### config.mk
export PLATFORM = sky130hd
export DESIGN_NAME = sprite_drawer
export DESIGN_NICKNAME = d
export VERILOG_FILES = /design/src/rtl/sprite_drawer.sv
export SDC_FILE = /design/constraint.sdc
export NUM_CORES = 1
export LEC_CHECK = 0
export CELL_PAD_IN_SITES_DETAIL_PLACEMENT = 0
export CELL_PAD_IN_SITES_GLOBAL_PLACEMENT = 1
export CORE_MARGIN = 2
export CORE_UTILIZATION = 35
export CTS_CLUSTER_SIZE = 28
export DETAILED_ROUTE_END_ITERATION = 7
export PLACE_DENSITY_LB_ADDON = 0.1
export SETUP_SLACK_MARGIN = 0.05
export SYNTH_ARGS = -nofsm -noshare
export SYNTH_HDL_FRONTEND = slang
export SYNTH_SLANG_ARGS = --single-unit
### constraint.sdc
create_clock -name clock -period 4.7 [get_ports clock]
set_input_delay 0.47 -clock clock [delete_from_list [all_inputs] [get_ports clock]]
set_output_delay 0.47 -clock clock [all_outputs]
set_load 0.03 [all_outputs]
### src/rtl/sprite_drawer.sv
// Sprite blitter: draws a SPRITE_W x SPRITE_H character (colour-keyed) or restores the background box at (x0,y0).
// Latency: done pulse 2+2*W*H cycles after the request is seen in IDLE; no backpressure, requests are level-held and ignored while busy.
module sprite_drawer #(
    parameter int         SPRITE_W    = 16,
    parameter int         SPRITE_H    = 16,
    parameter logic [8:0] TRANSPARENT = 9'h1FF
) (
    input  logic        clock,
    input  logic        resetn,
    input  logic        drawChar,
    input  logic        drawBG,
    input  logic [8:0]  xCoordinate,
    input  logic [7:0]  yCoordinate,
    output logic [7:0]  charRomAddr,
    input  logic [8:0]  charRomData,
    output logic [16:0] bgRomAddr,
    input  logic [8:0]  bgRomData,
    output logic [8:0]  vgaX,
    output logic [7:0]  vgaY,
    output logic [8:0]  vgaColour,
    output logic        vgaPlot,
    output logic        doneChar,
    output logic        doneBG
);

    typedef enum logic [2:0] {IDLE, LATCH, FETCH, PLOT, DONE, RELEASE} state_t;
    typedef enum logic {MODE_CHAR, MODE_BG} mode_t;

    localparam logic [7:0] COL_LAST = 8'(SPRITE_W - 1);
    localparam logic [7:0] ROW_LAST = 8'(SPRITE_H - 1);
    localparam logic [7:0] W8       = 8'(SPRITE_W);

    state_t state, state_next;
    mode_t  mode;
    logic [8:0] x0;
    logic [7:0] y0;
    logic [7:0] col, row;

    logic        last_col, last_pix, on_screen, served_req;
    logic [9:0]  px, py;
    logic [16:0] bg_addr;
    logic [7:0]  char_addr;

    assign last_col   = (col == COL_LAST);
    assign last_pix   = last_col && (row == ROW_LAST);
    // 10-bit sums so a box hanging off the right/bottom edge never wraps back on screen
    assign px         = {1'b0, x0} + {2'b00, col};
    assign py         = {2'b00, y0} + {2'b00, row};
    assign on_screen  = (px < 10'd320) && (py < 10'd240);
    assign bg_addr    = 17'(py) * 17'd320 + 17'(px);
    assign char_addr  = row * W8 + col;
    assign served_req = (mode == MODE_BG) ? drawBG : drawChar;

    always_ff @(posedge clock) begin
        if (!resetn) begin
            state <= IDLE;
            mode  <= MODE_CHAR;
            x0    <= '0;
            y0    <= '0;
            col   <= '0;
            row   <= '0;
        end else begin
            state <= state_next;
            case (state)
                IDLE: begin
                    // mode is taken at the IDLE decision so a request dropped during LATCH cannot flip it
                    if (drawBG)
                        mode <= MODE_BG;
                    else if (drawChar)
                        mode <= MODE_CHAR;
                end
                LATCH: begin
                    x0  <= xCoordinate;
                    y0  <= yCoordinate;
                    col <= '0;
                    row <= '0;
                end
                PLOT: begin
                    if (last_col) begin
                        col <= '0;
                        row <= (row == ROW_LAST) ? '0 : row + 8'd1;
                    end else begin
                        col <= col + 8'd1;
                    end
                end
                default: ;
            endcase
        end
    end

    always_comb begin
        state_next  = state;
        charRomAddr = '0;
        bgRomAddr   = '0;
        vgaX        = '0;
        vgaY        = '0;
        vgaColour   = '0;
        vgaPlot     = 1'b0;
        doneChar    = 1'b0;
        doneBG      = 1'b0;
        case (state)
            IDLE: begin
                if (drawBG || drawChar)
                    state_next = LATCH;
            end
            LATCH: state_next = FETCH;
            FETCH: begin
                charRomAddr = char_addr;
                bgRomAddr   = on_screen ? bg_addr : '0;
                state_next  = PLOT;
            end
            PLOT: begin
                vgaX       = px[8:0];
                vgaY       = py[7:0];
                vgaColour  = (mode == MODE_BG) ? bgRomData : charRomData;
                vgaPlot    = on_screen && ((mode == MODE_BG) || (charRomData != TRANSPARENT));
                state_next = last_pix ? DONE : FETCH;
            end
            DONE: begin
                doneBG     = (mode == MODE_BG);
                doneChar   = (mode == MODE_CHAR);
                state_next = RELEASE;
            end
            RELEASE: begin
                if (!served_req)
                    state_next = IDLE;
            end
            default: state_next = IDLE;
        endcase
    end

endmodule

==> flow_summary_export.csv <==
group,metric,value,unit
finish,area_growth,37.5,%
synth,syn_inst,449,
synth,yosys.area_share.simple,29.5,%
finish,fin_nets,618,
sta,rsz0062_at_grt,"true",
power,p_per_area,179,nW/µm²
synth,ys_seq_elements,37,
synth,synthAdderAreaFrac,15.7,%
clocking,root_buffer,"clkbuf_8",
clocking,clkTransAtPathRegs,70,ps
synth,synth_compound_area_share,16.9,%
routing,wirelength,9250,µm
routing,drt_iter0_markers,73,
power,power_leakage,2.01,nW
sta,finalCritPeriodShare,93.4,%
floorplanning,fp.coreArea,9640,µm²
critical_path,critPathCaptureType,"output port",
min_path,hold_class,"reg -> reg",
sta,fmax,0.228,GHz
routing,vias,3363,
synth,synth_xor_area_share,9.96,%
clocking,cts.sinks,37,
sta,finalHoldViolCount,0,
power,p_sw,274,µW
floorplanning,start_util,35.6,%
grt,grt_pass1_wl,15100,µm
clocking,cts_tree,"yes",
clocking,insertion_delay,280,ps
critical_path,critPathLaunchType,"register",
routing,wl_per_cell,13.8,µm
critical_path,worstPathMaxFanout,6,
routing,drt-pass1-iter-count,4,
sta,tightest_slew,833,ps
power,share_seq_of_total_power,41.1,%
flow_run,cap_violations,0,
grt,grt_max_degree,25,
finish,nFillCells,1021,
sta,setup_violations,0,
sta,fin_worst_skew,4.51,ps
synth,synth_nets,528,
power,intPower,569,µW
synth,ys_async_sr_fraction,0,%
place,dp_hpwl,7330,µm
floorplanning,io_pins,93,
finish,final_util,48.9,%
sta,setup_tns,0,ps
synth,yosysWarnings,0,
sta,drv_slew,0,
power,clkPwrFrac,26.5,%
synth,synth_flop_cell,"dfxtp_1",
grt,grt_pass1_vias,3242,
clocking,cts-buffers-inserted,5,
routing,drc,0,
finish,drive_gt1_share,11.5,%
run_status,status,"finished clean",
grt,overflow,0,
power,sw_frac_of_total,32.5,%
sta,relSlewSlack,44.3,%
power,peakVddDrop,0.199,mV
finish,antennaDiodeCount,0,
floorplanning,die_w,103,µm
synth,synth_top_family_by_area,"simple AND/OR/NAND/NOR gates",
power,comb_power_share,32.4,%
synth,synth_cell_type_count,55,
grt,grt_antenna_before_repair,0,
place,portBuffers,92,
critical_path,cp.required,4230,ps
synth,ys_seq_area_share,21.6,%
grt,grt_use_total,17.8,%
synth,avgSynthCellArea,7.64,µm²
critical_path,crit_type,"reg -> out",
synth,muxShareOfSynthArea,2.63,%
synth,synth_area,3430,µm²
routing,via_per_inst,5.00,
sta,worst_hold_slack,464,ps
critical_path,worst_ep_arrival_time,3920,ps
place,place_congestion,0.827,
clocking,htree_levels,2,
sta,min_period,4390,ps
routing,final_antenna_net_count,0,
floorplanning,fp-row-count,36,
floorplanning,die-height,103,µm
floorplanning,die_area,10600,µm²
clocking,cts_setup_buffers,0,
synth,synth_edf_count,0,
clocking,cts_buffer_depth,2,
-- power by group through the flow --
stage,registers (mW),clock network (mW),logic [mW]
after global routing,0.349,0.244,0.303
after floorplan,0.343,0,0.178
final,0.347,0.224,0.273
after CTS,0.347,0.232,0.267
after detailed placement,0.354,0,0.263
after global placement,0.353,0,0.263
-- placed cells by master, fill, tap and decap left out, types with 14 or more instances in the layout --
cell             synthesis  layout
inv_1                   17      16
dfxtp_1                 37      33
xor2_1                  15      14
a21oi_1                 38      35
ha_1                    35      32
nor2_1                  65      64
and2_1                  18      16
xnor2_1                 24      20
nand2_1                 47      47
clkdlybuf4s50_1          0      86
-- worst paths after layout --
check / endpoint / startpoint / slack (ps) / cells past startpoint
hold / removal: x0[3] / x0[3] / 460 / 2
setup reg to reg: row[7] / col[1] / 2500 / 9
hold reg to reg: x0[3] / x0[3] / 460 / 2
setup / recovery: bgRomAddr[16] / row[0] / 310 / 15
-- metrics by stage --
step / power, mW / worst slack [ps] / instances / instance area (µm²)
6_report: 0.844 / 312 / 672 / 4720
5_1_grt: 0.896 / 19.6 / 672 / 4720
4_1_cts: 0.847 / 70.3 / 672 / 4610
3_5_place_dp: 0.617 / 86.0 / 665 / 4490
3_3_place_gp: 0.616 / 193 / 665 / 4490
2_1_floorplan: 0.521 / 219 / 449 / 3430
-- synth_stat cells (7+ instances only) --
library cell / instances / area, µm²
ha_1: 35 / 438
mux2i_1: 9 / 90.1
and2_1: 18 / 113
nor2_1: 65 / 244
a21o_1: 11 / 82.6
nand2_1: 47 / 176
nand3_1: 12 / 60.1
xnor2_1: 24 / 210
inv_1: 17 / 63.8
and3_1: 7 / 43.8
nor3_1: 9 / 45.0
xor2_1: 15 / 131
o21ai_0: 9 / 45.0
nand4_1: 8 / 50.1
dfxtp_1: 37 / 741
a21oi_1: 38 / 190
clkbuf_1: 11 / 41.3
nand2b_1: 10 / 62.6
-- cell type report --
type                    instances  area [µm²]  share of cell area, %
multi-input cells             380        2700                   57.1
repair buffers                 98         957                   20.3
flip-flops and latches         37         748                   15.9
well taps                     133         166                   3.53
clock buffers                   7        86.3                   1.83
inverters                      17        63.8                   1.35
-- kinds of logic (layout without fill, tap and decap cells) --
| logic type | count (synthesis) | in the layout |
|---|---|---|
| compound gates | 89 | 89 |
| xor+xnor | 39 | 39 |
| fa+ha+maj | 40 | 40 |
| buf+inv | 32 | 122 |
| flops | 37 | 37 |
| mux | 9 | 9 |
| simple gates | 203 | 203 |
-- worst max-delay path, stage by stage, from the launching register on --
cell	delay, ps
dfxtp_2	380
ha_2	200
fa_2	210
a21o_1	170
a41oi_2	140
a31oi_1	570
ha_1	350
ha_1	260
nor3_1	170
o21a_1	170
nor3_2	60
nand2b_1	160
a31o_2	280
nor4_4	280
nor3b_2	70
buf_4	170
-- what timing repair did --
item / CTS / global route
pin swaps: 0 / 7
hold buffers: 0 / 0
gates resized for setup: 8 / 29
endpoints found under the setup margin: 4 / 7
-- routing by layer --
layer	vias up	part of all wire, %	global-route usage (%)
met1	1535	47	24.4
met4	0	0.77	4.15
met5	-	0	0
met3	4	4.4	2.31
met2	77	48	29.9
li1	1747	-	-
-- registers in the layout (all words and copies together) (netlist names) --
name,flops
state,3
mode,1
y0,8
row,8
col,8
x0,9
Power figures use the tool's default switching activity.
